===== src/rtl/dn_port_arbiter_if.sv =====
// Bundle of requester, pause-handshake and core-port signals around dn_port_arbiter.
// The slave modport is the arbiter's view; master is the surrounding system's view.
interface dn_port_arbiter_if #(
  parameter int unsigned AW = 16
);
  logic          dl_active;
  logic [AW-1:0] dl_addr;
  logic [7:0]    dl_data;
  logic          dl_wr;
  logic          nv_req;
  logic [AW-1:0] nv_addr;
  logic [7:0]    nv_data;
  logic          nv_wr;
  logic          nv_gnt;
  logic          nv_err;
  logic          cpu_paused;
  logic          pause_req;
  logic [AW-1:0] port_addr;
  logic [7:0]    port_data;
  logic          port_wr;
  logic [1:0]    port_sel;
  logic          busy;

  modport slave (
    input  dl_active, dl_addr, dl_data, dl_wr,
    input  nv_req, nv_addr, nv_data, nv_wr,
    input  cpu_paused,
    output nv_gnt, nv_err, pause_req,
    output port_addr, port_data, port_wr, port_sel, busy
  );

  modport master (
    output dl_active, dl_addr, dl_data, dl_wr,
    output nv_req, nv_addr, nv_data, nv_wr,
    output cpu_paused,
    input  nv_gnt, nv_err, pause_req,
    input  port_addr, port_data, port_wr, port_sel, busy
  );
endinterface


===== src/rtl/dn_port_arbiter.sv =====
// Shares the core's download/NVRAM port between the ROM download stream and the
// hiscore NVRAM engine; NVRAM access is only granted while the CPU is paused.
module dn_port_arbiter #(
  parameter int unsigned AW       = 16,
  parameter int unsigned PAUSEPAD = 2,
  parameter int unsigned TIMEOUT  = 4095
) (
  input logic              clk_sys,
  input logic              reset_n,
  dn_port_arbiter_if.slave bus
);

  localparam int unsigned WW = (TIMEOUT > 0) ? $clog2(TIMEOUT + 1) : 1;
  localparam int unsigned PW = (PAUSEPAD > 0) ? $clog2(PAUSEPAD + 1) : 1;
  localparam logic [WW-1:0] WaitMax = WW'(TIMEOUT);
  localparam logic [PW-1:0] PadMax  = PW'(PAUSEPAD);

  typedef enum logic [2:0] {
    StIdle,
    StDl,
    StPauseReq,
    StPad,
    StNv,
    StRelease
  } state_e;

  state_e        state_q, state_d;
  logic [WW-1:0] wait_q, wait_d;
  logic [PW-1:0] pad_q, pad_d;
  logic          lock_q, lock_d;
  logic          err_d;
  logic          pause_d;
  logic          preempt;

  logic          nv_gnt_q, nv_err_q, pause_req_q, port_wr_q, busy_q;
  logic [1:0]    port_sel_q;
  logic [AW-1:0] port_addr_q;
  logic [7:0]    port_data_q;

  assign preempt = bus.dl_active && (state_q inside {StPauseReq, StPad, StNv, StRelease});

  always_comb begin
    state_d = state_q;
    wait_d  = wait_q;
    pad_d   = pad_q;
    lock_d  = lock_q & bus.nv_req;
    err_d   = 1'b0;
    unique case (state_q)
      StIdle: begin
        if (bus.dl_active) begin
          state_d = StDl;
        end else if (bus.nv_req && !lock_q) begin
          state_d = StPauseReq;
          wait_d  = '0;
        end
      end
      StDl: begin
        if (!bus.dl_active) state_d = StIdle;
      end
      StPauseReq: begin
        if (!bus.nv_req) begin
          state_d = StRelease;
          pad_d   = '0;
        end else if (bus.cpu_paused) begin
          state_d = StPad;
          pad_d   = '0;
        end else begin
          if (wait_q != WaitMax) wait_d = wait_q + 1'b1;
          if (wait_d == WaitMax) begin
            state_d = StIdle;
            err_d   = 1'b1;
            lock_d  = 1'b1;
          end
        end
      end
      StPad: begin
        // Wait counter keeps its value so repeated pause bounces still time out.
        if (!bus.nv_req) begin
          state_d = StRelease;
          pad_d   = '0;
        end else if (!bus.cpu_paused) begin
          state_d = StPauseReq;
        end else if (pad_q == PadMax) begin
          state_d = StNv;
        end else begin
          pad_d = pad_q + 1'b1;
        end
      end
      StNv: begin
        if (!bus.nv_req) begin
          state_d = StRelease;
          pad_d   = '0;
        end
      end
      StRelease: begin
        if (pad_q == PadMax) state_d = StIdle;
        else                 pad_d   = pad_q + 1'b1;
      end
      default: state_d = StIdle;
    endcase

    if (preempt) begin
      state_d = StDl;
      err_d   = 1'b0;
      if (bus.nv_req) lock_d = 1'b1;
    end

    // Pause stays asserted for the first PAUSEPAD cycles of RELEASE.
    pause_d = (state_d inside {StPauseReq, StPad, StNv}) ||
              ((state_d == StRelease) && (pad_d != PadMax));
  end

  always_ff @(posedge clk_sys or negedge reset_n) begin
    if (!reset_n) begin
      state_q     <= StIdle;
      wait_q      <= '0;
      pad_q       <= '0;
      lock_q      <= 1'b0;
      nv_gnt_q    <= 1'b0;
      nv_err_q    <= 1'b0;
      pause_req_q <= 1'b0;
      busy_q      <= 1'b0;
      port_sel_q  <= 2'b00;
      port_wr_q   <= 1'b0;
      port_addr_q <= '0;
      port_data_q <= '0;
    end else begin
      state_q     <= state_d;
      wait_q      <= wait_d;
      pad_q       <= pad_d;
      lock_q      <= lock_d;
      nv_gnt_q    <= (state_d == StNv);
      nv_err_q    <= err_d;
      pause_req_q <= pause_d;
      busy_q      <= (state_d != StIdle);
      if (state_d == StDl) begin
        port_sel_q  <= 2'b01;
        port_wr_q   <= bus.dl_wr;
        port_addr_q <= bus.dl_addr;
        port_data_q <= bus.dl_data;
      end else if (state_d == StNv) begin
        port_sel_q  <= 2'b10;
        port_wr_q   <= bus.nv_wr;
        port_addr_q <= bus.nv_addr;
        port_data_q <= bus.nv_data;
      end else begin
        port_sel_q  <= 2'b00;
        port_wr_q   <= 1'b0;
      end
    end
  end

  assign bus.nv_gnt    = nv_gnt_q;
  assign bus.nv_err    = nv_err_q;
  assign bus.pause_req = pause_req_q;
  assign bus.busy      = busy_q;
  assign bus.port_sel  = port_sel_q;
  assign bus.port_wr   = port_wr_q;
  assign bus.port_addr = port_addr_q;
  assign bus.port_data = port_data_q;

endmodule


===== src/flat_wrapper.sv =====
// flat-port wrapper written by rule: the top's interface ports become plain ports
module dn_port_arbiter_flat 
#(
  parameter int unsigned AW       = 16,
  parameter int unsigned PAUSEPAD = 2,
  parameter int unsigned TIMEOUT  = 4095
)
  (clk_sys, reset_n, bus_dl_active, bus_dl_addr, bus_dl_data, bus_dl_wr, bus_nv_req, bus_nv_addr, bus_nv_data, bus_nv_wr, bus_cpu_paused, bus_nv_gnt, bus_nv_err, bus_pause_req, bus_port_addr, bus_port_data, bus_port_wr, bus_port_sel, bus_busy);
  dn_port_arbiter_if #(.AW(AW)) bus_i ();
  input logic clk_sys;
  input logic reset_n;
  input wire logic [$bits(bus_i.dl_active)-1:0] bus_dl_active;
  input wire logic [$bits(bus_i.dl_addr)-1:0] bus_dl_addr;
  input wire logic [$bits(bus_i.dl_data)-1:0] bus_dl_data;
  input wire logic [$bits(bus_i.dl_wr)-1:0] bus_dl_wr;
  input wire logic [$bits(bus_i.nv_req)-1:0] bus_nv_req;
  input wire logic [$bits(bus_i.nv_addr)-1:0] bus_nv_addr;
  input wire logic [$bits(bus_i.nv_data)-1:0] bus_nv_data;
  input wire logic [$bits(bus_i.nv_wr)-1:0] bus_nv_wr;
  input wire logic [$bits(bus_i.cpu_paused)-1:0] bus_cpu_paused;
  output wire logic [$bits(bus_i.nv_gnt)-1:0] bus_nv_gnt;
  output wire logic [$bits(bus_i.nv_err)-1:0] bus_nv_err;
  output wire logic [$bits(bus_i.pause_req)-1:0] bus_pause_req;
  output wire logic [$bits(bus_i.port_addr)-1:0] bus_port_addr;
  output wire logic [$bits(bus_i.port_data)-1:0] bus_port_data;
  output wire logic [$bits(bus_i.port_wr)-1:0] bus_port_wr;
  output wire logic [$bits(bus_i.port_sel)-1:0] bus_port_sel;
  output wire logic [$bits(bus_i.busy)-1:0] bus_busy;
  assign bus_i.dl_active = bus_dl_active;
  assign bus_i.dl_addr = bus_dl_addr;
  assign bus_i.dl_data = bus_dl_data;
  assign bus_i.dl_wr = bus_dl_wr;
  assign bus_i.nv_req = bus_nv_req;
  assign bus_i.nv_addr = bus_nv_addr;
  assign bus_i.nv_data = bus_nv_data;
  assign bus_i.nv_wr = bus_nv_wr;
  assign bus_i.cpu_paused = bus_cpu_paused;
  assign bus_nv_gnt = bus_i.nv_gnt;
  assign bus_nv_err = bus_i.nv_err;
  assign bus_pause_req = bus_i.pause_req;
  assign bus_port_addr = bus_i.port_addr;
  assign bus_port_data = bus_i.port_data;
  assign bus_port_wr = bus_i.port_wr;
  assign bus_port_sel = bus_i.port_sel;
  assign bus_busy = bus_i.busy;
  dn_port_arbiter #(.AW(AW), .PAUSEPAD(PAUSEPAD), .TIMEOUT(TIMEOUT)) u_core (.clk_sys(clk_sys), .reset_n(reset_n), .bus(bus_i));
endmodule

===== config.mk =====
export PLATFORM = sky130hd
export DESIGN_NAME = dn_port_arbiter_flat
export DESIGN_NICKNAME = d
export VERILOG_FILES = /design/src/rtl/dn_port_arbiter_if.sv /design/src/rtl/dn_port_arbiter.sv /design/src/flat_wrapper.sv
export SDC_FILE = /design/constraint.sdc
export NUM_CORES = 1
export LEC_CHECK = 0
export ABC_AREA = 1
export BUFFER_PORTS_ARGS = -buffer_cell sky130_fd_sc_hd__buf_2
export CORE_MARGIN = 3
export CORE_UTILIZATION = 52
export DETAILED_ROUTE_END_ITERATION = 10
export PLACE_DENSITY_LB_ADDON = 0.2
export SKIP_CTS_REPAIR_TIMING = 1
export SYNTH_ARGS = -nofsm -noshare
export SYNTH_HDL_FRONTEND = slang
export SYNTH_SLANG_ARGS = --single-unit

===== constraint.sdc =====
create_clock -name clk_sys -period 3.3 [get_ports clk_sys]
set_clock_uncertainty 0.15 [all_clocks]
set_input_delay 0.33 -clock clk_sys [delete_from_list [all_inputs] [get_ports clk_sys]]
set_output_delay 0.33 -clock clk_sys [all_outputs]
set_load 0.05 [all_outputs]

==> results of run 1 <==
## through the flow
step / power (mW) / hold slack, ns
2_1_floorplan: 2.570 / -0.1156
3_3_place_gp: 2.950 / 0.2700
3_5_place_dp: 2.999 / 0.2891
4_1_cts: 3.352 / -0.03854
5_1_grt: 3.607 / 0.1134
6_report: 3.333 / 0.1010
## tightest hold or removal path, cell delays in order
cell	delay [ns]
buf_2	0.08
nand2_1	0.04
nand2_1	0.05
## registers in the layout, indices dropped and copies added (netlist names)
| name | flops |
|---|---|
| u_core.bus.port_addr | 16 |
| u_core.wait_q | 12 |
| u_core.bus.port_data | 8 |
| u_core.state_q | 3 |
| u_core.bus.port_sel | 2 |
| u_core.pad_q | 2 |
| u_core.bus.busy | 1 |
| u_core.bus.nv_err | 1 |
| u_core.bus.nv_gnt | 1 |
| u_core.bus.pause_req | 1 |
| u_core.bus.port_wr | 1 |
| u_core.lock_q | 1 |
## cell usage after synthesis (all sizes together) (2+ instances only)
master,number,area share (%)
a21oi,3,0.50
a32o,2,0.67
buf,11,2.8
clkbuf,5,0.63
dfrtp,49,41
ha,4,1.7
inv,86,11
nand2,140,18
nand3,36,7.0
nand4,25,5.2
nor2,25,3.5
nor3,6,1.0
o21ai,19,3.3
o21bai,2,0.50
o22ai,2,0.42
## per-layer routing
layer / vias up / part of all wire [%] / GRT usage [%]
li1: 1507 / - / -
met1: 1347 / 43 / 29.59
met2: 114 / 50 / 37.96
met3: 4 / 6.8 / 3.399
met4: 0 / 0.56 / 4.153
met5: - / 0 / 0
## how the worst min path moves through the flow
stage	slack [ns]	start	endpoint
CTS	-0.04	reset_n	u_core.bus.nv_gnt
global route	0.11	bus_dl_wr	u_core.bus.port_wr
finish	0.10	bus_dl_wr	u_core.bus.port_wr
floorplan	-0.12	reset_n	u_core.bus.busy
global placement	0.27	reset_n	u_core.wait_q[4]
detailed placement	0.29	reset_n	u_core.wait_q[4]
## area by class of cell
type | count | area, sq um
fillers | 489 | 1789
multi-input cells | 274 | 1329
flip-flops and latches | 49 | 1226
repair buffers | 93 | 488.0
inverters | 87 | 329.1
well taps | 70 | 87.58
clock buffers | 7 | 86.33
## power groups by stage
stage	Combinational, mW	Clock, mW	Sequential (mW)
finish	2.02	0.350	0.960
global route	2.24	0.383	0.985
CTS	2.03	0.360	0.958
detailed placement	2.03	0	0.966
global placement	1.98	0	0.969
floorplan	0.997	0	1.57
## cells by family (layout without fill, tap and decap cells)
kind of cell | count (synthesis) | after routing
buf+inv | 103 | 187
simple gates | 234 | 234
fa+ha+maj | 4 | 4
xor+xnor | 2 | 2
flops | 49 | 49
compound gates | 34 | 34
==> results_dict.tcl, run 1 <==
set metrics [dict create \
    clockBufferDepth 2 \
    avgSynthCellArea_sq_um 7.005 \
    diodes 0 \
    synth_fa_ha_area_share_pct 1.677 \
    port-buffer-count 85 \
    drv_slew 0 \
    async_reset_ff_share_pct 100.0 \
    r2r-start "u_core.wait_q[1]" \
    overflow 0 \
    cp-startpoint "u_core.wait_q[1]" \
    start_kind "flip-flop" \
    yosysWarnings 0 \
    worstHoldPathType "input port to flip-flop" \
    rsz0062_at_grt "false" \
    htree_num_levels 2 \
    tritoncts "built" \
    timing_hold_violations_final 0 \
    ys_ff_latch 49 \
    yosys.area_share.xor_xnor_pct 0.5870 \
    max_slew_margin_pct 51.10 \
    internal_power_mw 1.507 \
    post-place-ws_ns 0.3234 \
    clk_latency_ns 0.29 \
    switchingPower_mw 1.826 \
    yosys.area_share.simple_pct 35.18 \
    gp_congestion 0.9255 \
    die_h_microns 81.76 \
    combinationalPowerShare_pct 60.7 \
    final_util_pct 66.46 \
    endpoint "u_core.bus.port_addr[0]" \
    final_area_sq_um 3546 \
    swShare_pct 54.78 \
    netlist_area_sq_um 2984 \
    worst-r2r-setup-slack_ns 0.39 \
    antenna_found_initial 0 \
    dieArea_sq_um 6684 \
    place_area_sq_um 3447 \
    seqPwrFrac_pct 28.8 \
    dp_hpwl_microns 5396 \
    r2r-end "u_core.bus.port_addr[0]" \
    p_clk_share_pct 10.5 \
    synth_edf_count 0 \
    detail_route.wl_per_cell_microns 12.42 \
    syn_to_final_growth_pct 18.83 \
    synth_compound_area_share_pct 7.086 \
    clock_sinks 49 \
    leakage_nw 2.052 \
    num_vias 2972 \
    layout_common_cells "nand2_1 (137), buf_2 (85), inv_1 (84), dfrtp_1 (49), nand3_1 (32)" \
    tns_ns 0 \
    path_delay_family "simple AND/OR/NAND/NOR gates" \
    coreArea_sq_um 5335 \
    cts_made_buffers 5 \
    period_share_pct 88.10 \
    synthMuxAreaShare_pct 0 \
    crit_cells 20 \
    setup_viol_count_final 0 \
    drt_wl_total_microns 7205 \
    grt_max_degree 33 \
    maxCapViolations 0 \
    track_usage_pct 22.07 \
    syn_nets 485 \
    outcome "finished, final reports clean" \
    drive_above_1_share_pct 21.76 \
    seq_area_frac_synth_pct 41.09 \
    grt_pass1_vias 2659 \
    cpMostUsedCell "nand2_1" \
    cp_max_fo 25 \
    nNetsFinal 569 \
    arrival_ns 2.94 \
    via_per_inst 5.124 \
    drc 0 \
    synth_top_family_by_area "simple AND/OR/NAND/NOR gates" \
    yosysUniqueCellTypes 38 \
    worst_pin_slew_ns 0.7336 \
    worstPathRequired_ns 3.33 \
    ir_drop_mv 0.6387 \
    r2r_cells 20 \
    cp_slowest_stage_delay_ns 0.41 \
    max_freq_mhz 343.9 \
    crit_type "flip-flop to flip-flop" \
    ios 86 \
    crit_buf_inv 2 \
    crit_slowest_cell "dfrtp_1" \
    final_common_cell "nand2_1" \
    synth_cells 426 \
    post-route-min-period_ns 2.907 \
    dp_cells 572 \
    drt_iter0_drc 210 \
    dr.pass1.iters 5 \
    setup_slack_ns 0.3926 \
    path_cells "ha_1, nand2_2, nor2_4, nand3_2, clkinv_1, nand2_1, nand2_1, nand3_1, nor2_1, nand2_1, nand2_1, nand2_1, nand2_1, nand2_1, nand2_2, nand3_4, nand2_4, inv_4, nand2_1, nand2_1" \
    grt_pass1_wl_microns 11810 \
    postRouteAntennaNets 0 \
    cts_root_buf "clkbuf_8" \
    start_util_pct 55.93 \
    end_kind "flip-flop" \
    stdcell_count 580 \
    worstHoldPathCells 3 \
    cts.clk_slew.worst_paths_ns 0.08 \
    powerDensity_nw_per_um2 939.9 \
    rows 26 \
    yosys_most_used_dff "dfrtp_1" \
    fp.dieW_microns 81.76 \
]
No activity file was read; power rests on OpenSTA's default activity.
==> inputs of run 2 (changes only) <==
--- a/config.mk
+++ b/config.mk
@@ -8,7 +8,8 @@
 export ABC_AREA = 1
 export BUFFER_PORTS_ARGS = -buffer_cell sky130_fd_sc_hd__buf_2
 export CORE_MARGIN = 3
-export CORE_UTILIZATION = 52
+export CORE_UTILIZATION = 53
+export CTS_BUF_LIST = sky130_fd_sc_hd__clkbuf_4
 export DETAILED_ROUTE_END_ITERATION = 10
 export PLACE_DENSITY_LB_ADDON = 0.2
 export SKIP_CTS_REPAIR_TIMING = 1
==> constraint.sdc (replaced) <==
create_clock -name clk_sys -period 2.7 [get_ports clk_sys]
set_clock_uncertainty 0.15 [all_clocks]
set_input_delay 0.27 -clock clk_sys [delete_from_list [all_inputs] [get_ports clk_sys]]
set_output_delay 0.27 -clock clk_sys [all_outputs]
set_load 0.05 [all_outputs]
==> results_dict.tcl, run 2 (synthesis gave the netlist of run 1 again) <==
set metrics [dict create \
    outcome "finished, final reports clean" \
    p_clk_share_pct 9.4 \
    maxCapViolations 0 \
    grt_pass1_vias 2601 \
    internal_power_mw 2.212 \
    cpMostUsedCell "nand2_1" \
    final_area_sq_um 3928 \
    path_delay_family "simple AND/OR/NAND/NOR gates" \
    hold_slack_ns 0.03500 \
    layout_common_cells "nand2_1 (135), buf_2 (85), inv_1 (84), dfrtp_1 (48), nand4_1 (25)" \
    start_util_pct 56.62 \
    cp_max_fo 6 \
    dr.pass1.iters 5 \
    crit_slowest_cell "dfrtp_1" \
    die_h_microns 81.04 \
    post-route-min-period_ns 2.615 \
    via_per_inst 5.245 \
    ir_drop_mv 0.8676 \
    gp_congestion 0.9195 \
    diodes 0 \
    seqPwrFrac_pct 24.9 \
    leakage_nw 2.235 \
    combinationalPowerShare_pct 65.7 \
    tritoncts "built" \
    cts_made_buffers 5 \
    max_slew_margin_pct 71.41 \
    num_vias 3152 \
    end_kind "flip-flop" \
    drt_iter0_drc 254 \
    period_share_pct 96.87 \
    grt_max_degree 34 \
    setup_viol_count_final 0 \
    swShare_pct 53.16 \
    place_area_sq_um 3505 \
    worstHoldPathType "input port to flip-flop" \
    postRouteAntennaNets 0 \
    overflow 0 \
    p_total_mw 4.723 \
    clockBufferDepth 2 \
    rows 26 \
    max_freq_mhz 382.3 \
    arrival_ns 2.75 \
    htree_num_levels 2 \
    start_kind "flip-flop" \
    timing_hold_violations_final 0 \
    worst_pin_slew_ns 0.4288 \
    drc 0 \
    final_common_cell "nand2_1" \
    drt_wl_total_microns 8212 \
    clk_latency_ns 0.37 \
    fp.dieW_microns 81.04 \
    worstPathRequired_ns 2.83 \
    port-buffer-count 85 \
    crit_buf_inv 2 \
    ios 86 \
    dieArea_sq_um 6567 \
    clock_sinks 49 \
    crit_type "flip-flop to flip-flop" \
    largest_register_ffs 16 \
    syn_to_final_growth_pct 31.61 \
    track_usage_pct 22.47 \
    coreArea_sq_um 5270 \
    path_cells "ha_4, nand2_4, nor2_4, buf_4, nand3_2, nand2_1, nand2_1, nand3_1, nor2_1, nand2_1, nand2_1, nand2_1, nand2_1, nand2_2, nand2_4, nand3_4, nand2_8, clkbuf_16, nand3_2, nand2_1" \
    grt_pass1_wl_microns 11630 \
    drv_slew 0 \
    dp_hpwl_microns 5328 \
    cp_slowest_stage_delay_ns 0.42 \
    powerDensity_nw_per_um2 1203 \
    nNetsFinal 589 \
    cts.clk_slew.worst_paths_ns 0.16 \
    drive_above_1_share_pct 28.44 \
    rsz0062_at_grt "true" \
    cts_root_buf "clkbuf_4" \
    detail_route.wl_per_cell_microns 13.66 \
    antenna_found_initial 0 \
    switchingPower_mw 2.511 \
]
[run 2: changes by cell type in the layout (fill, tap and decap cells not counted), moves of 3 or more]
cell,previous run,this run
clkbuf_8,6,0
nand3_2,3,15
buf_4,7,17
clkbuf_4,0,5
clkbuf_16,0,3
nand3_1,32,19
[run 2: area by class of cell]
| class | instances | area (sq um) |
|---|---|---|
| repair buffers | 112 | 720.7 |
| multi-input cells | 275 | 1474 |
| well taps | 70 | 87.58 |
| fillers | 407 | 1343 |
| inverters | 87 | 334.1 |
| clock inverters | 3 | 46.29 |
| clock buffers | 5 | 37.54 |
| flip-flops and latches | 49 | 1227 |
[run 2: worst paths after layout]
path	from	endpoint	slack [ns]	cells past startpoint
hold / removal	bus_nv_addr[1]	u_core.bus.port_addr[1]	0.04	5
setup reg to reg	u_core.wait_q[1]	u_core.bus.port_addr[12]	0.08	20
max in group asynchronous	reset_n	u_core.wait_q[2]	1.46	3
min in group asynchronous	reset_n	u_core.bus.port_data[6]	0.17	2
hold reg to reg	u_core.bus.port_addr[12]	u_core.bus.port_addr[12]	0.35	2
setup / recovery	u_core.wait_q[1]	u_core.bus.port_addr[12]	0.08	20
[run 2: worst register-to-register path, delay by kind of cell, from the launching register on]
family                     cells  cell delay, ns
adders and majority gates      1            0.17
buffers and inverters          2            0.34
DFF                            1            0.42
and+or+nand+nor               17            1.44
[run 2: power by group through the flow]
stage	clock network, mW	logic (mW)	registers (mW)
after detailed placement	0	2.59	1.17
after CTS	0.451	2.60	1.16
final	0.444	3.10	1.17
after floorplan	0	1.22	1.92
after global routing	0.481	3.36	1.19
after global placement	0	2.54	1.18
[run 2: metrics by stage]
stage	util (%)	setup slack, ns	cells	TNS, ns
floorplan	-	0.2271	426	0
global placement	66.50	0.1178	578	0
detailed placement	66.50	0.01621	578	0
CTS	68.09	-0.005384	586	-0.01114
global route	74.53	-0.1767	601	-3.500
finish	74.53	0.08455	601	0
[run 2: metal layers]
layer	track usage, %	vias to the layer above	routed length [microns]
met4	6.250	0	159
met5	0	-	0
met1	30.45	1437	3394
li1	-	1550	-
met2	36.86	149	4027
met3	4.213	16	631
==> inputs of run 3 (changes only) <==
==> constraint.sdc (replaced) <==
create_clock -name clk_sys -period 3.34 [get_ports clk_sys]
set_clock_uncertainty 0.15 [all_clocks]
set_input_delay 0.334 -clock clk_sys [delete_from_list [all_inputs] [get_ports clk_sys]]
set_output_delay 0.334 -clock clk_sys [all_outputs]
set_load 0.05 [all_outputs]
==> results_dict.tcl, run 3 (synthesis gave the netlist of run 1 again) <==
set metrics [dict create \
    rows 26 \
    powerDensity_nw_per_um2 916.0 \
    period_share_pct 88.99 \
    dieArea_sq_um 6567 \
    overflow 0 \
    worstHoldPathCells 3 \
    grt_pass1_wl_microns 11860 \
    fillCellCount 502 \
    largest_register_ffs 16 \
    max_slew_margin_pct 57.48 \
    track_usage_pct 22.65 \
    syn_to_final_growth_pct 17.82 \
    grt_max_degree 30 \
    max_freq_mhz 336.4 \
    ir_drop_mv 0.7202 \
    start_kind "flip-flop" \
    setup_slack_ns 0.3676 \
    worst_pin_slew_ns 0.6378 \
    clock_sinks 49 \
    arrival_ns 3.07 \
    dr.pass1.iters 4 \
    r2r-start "u_core.wait_q[1]" \
    worstPathRequired_ns 3.44 \
    rsz0062_at_grt "false" \
    worst-r2r-setup-slack_ns 0.37 \
    outcome "finished, final reports clean" \
    cts_root_buf "clkbuf_4" \
    dp_cells 572 \
    num_vias 2980 \
    place_area_sq_um 3447 \
    maxCapViolations 0 \
    final_common_cell "nand2_1" \
    stdcell_count 581 \
    post-place-ws_ns 0.3408 \
    diodes 0 \
    via_per_inst 5.129 \
    tns_ns 0 \
    coreArea_sq_um 5270 \
    final_area_sq_um 3516 \
    cts_made_buffers 5 \
    worstHoldPathType "input port to flip-flop" \
    cts.clk_slew.worst_paths_ns 0.13 \
    antenna_found_initial 0 \
    clockBufferDepth 2 \
    postRouteAntennaNets 0 \
    htree_num_levels 2 \
    layout_common_cells "nand2_1 (137), buf_2 (85), inv_1 (84), dfrtp_1 (49), nand3_1 (32)" \
    ios 86 \
    die_h_microns 81.04 \
    gp_congestion 0.8728 \
    r2r_cells 20 \
    tritoncts "built" \
    timing_hold_violations_final 0 \
    end_kind "flip-flop" \
    dp_hpwl_microns 5306 \
    port-buffer-count 85 \
    r2r-end "u_core.bus.port_addr[8]" \
    grt_pass1_vias 2697 \
    final_util_pct 66.71 \
    setup_viol_count_final 0 \
    drc 0 \
    detail_route.wl_per_cell_microns 12.27 \
    endpoint "u_core.bus.port_addr[8]" \
    crit_type "flip-flop to flip-flop" \
    drt_wl_total_microns 7128 \
    clk_latency_ns 0.36 \
    leakage_nw 2.039 \
    drt_iter0_drc 233 \
    start_util_pct 56.62 \
    fp.dieW_microns 81.04 \
    nNetsFinal 569 \
    drv_slew 0 \
    post-route-min-period_ns 2.972 \
    cp-startpoint "u_core.wait_q[1]" \
    cp_max_fo 25 \
    drive_above_1_share_pct 21.72 \
]
-- run 3: cell types whose count changed in the layout (fill, tap and decap cells not counted), moves of 3 or more --
cell,previous run,this run
clkbuf_16,3,0
buf_4,17,7
nand3_2,15,3
nand2_4,3,0
nand3_1,19,32
-- run 3: worst min path at each step --
stage | from | endpoint | slack (ns)
finish | bus_dl_wr | u_core.bus.port_wr | 0.04
global route | bus_dl_wr | u_core.bus.port_wr | 0.05
CTS | reset_n | u_core.bus.port_addr[2] | -0.16
detailed placement | reset_n | u_core.bus.port_wr | 0.25
global placement | reset_n | u_core.wait_q[3] | 0.25
floorplan | reset_n | u_core.bus.busy | -0.11
-- run 3: metrics by stage --
| step | power [mW] | hold slack, ns |
|---|---|---|
| finish | 3.221 | 0.03722 |
| global route | 3.486 | 0.04729 |
| CTS | 3.226 | -0.1594 |
| detailed placement | 2.972 | 0.2451 |
| global placement | 2.918 | 0.2453 |
| floorplan | 2.539 | -0.1116 |
-- run 3: routing by layer --
layer	track usage, %	part of all wire (%)
met1	30.23	45
met2	37.77	48
met3	3.991	6.4
met4	6.588	0.84
met5	0	0
-- run 3: cell type report --
| cell class | count | area (sq um) | area share, % |
|---|---|---|---|
| Multi-Input combinational cell | 274 | 1338 | 38.04 |
| Sequential cell | 49 | 1226 | 34.88 |
| Timing Repair Buffer | 93 | 488.0 | 13.88 |
| Inverter | 87 | 326.6 | 9.288 |
| Tap cell | 70 | 87.58 | 2.491 |
| Clock buffer | 5 | 37.54 | 1.068 |
| Clock inverter | 3 | 12.51 | 0.3559 |
-- run 3: report_power, final --
part | internal (mW) | total [mW] | switching (mW) | leakage [nW]
clock network | 0.0766 | 0.252 | 0.176 | 0.0300
logic | 0.512 | 2.02 | 1.51 | 1.38
registers | 0.817 | 0.949 | 0.133 | 0.627
total | 1.41 | 3.22 | 1.82 | 2.04
-- run 3: worst max-delay path: stages (launching register included) --
cell and delay, ns:
dfrtp_1 0.44, ha_1 0.26, nand2_2 0.11, nor2_4 0.13, nand3_2 0.25, clkinv_1 0.13
nand2_1 0.05, nand2_1 0.07, nand3_1 0.06, nor2_1 0.11, nand2_1 0.07, nand2_1 0.06
nand2_1 0.05, nand2_1 0.05, nand2_1 0.05, nand2_2 0.11, nand3_2 0.14, nand2_8 0.19
inv_2 0.20, nand2_1 0.12, nand2_1 0.05
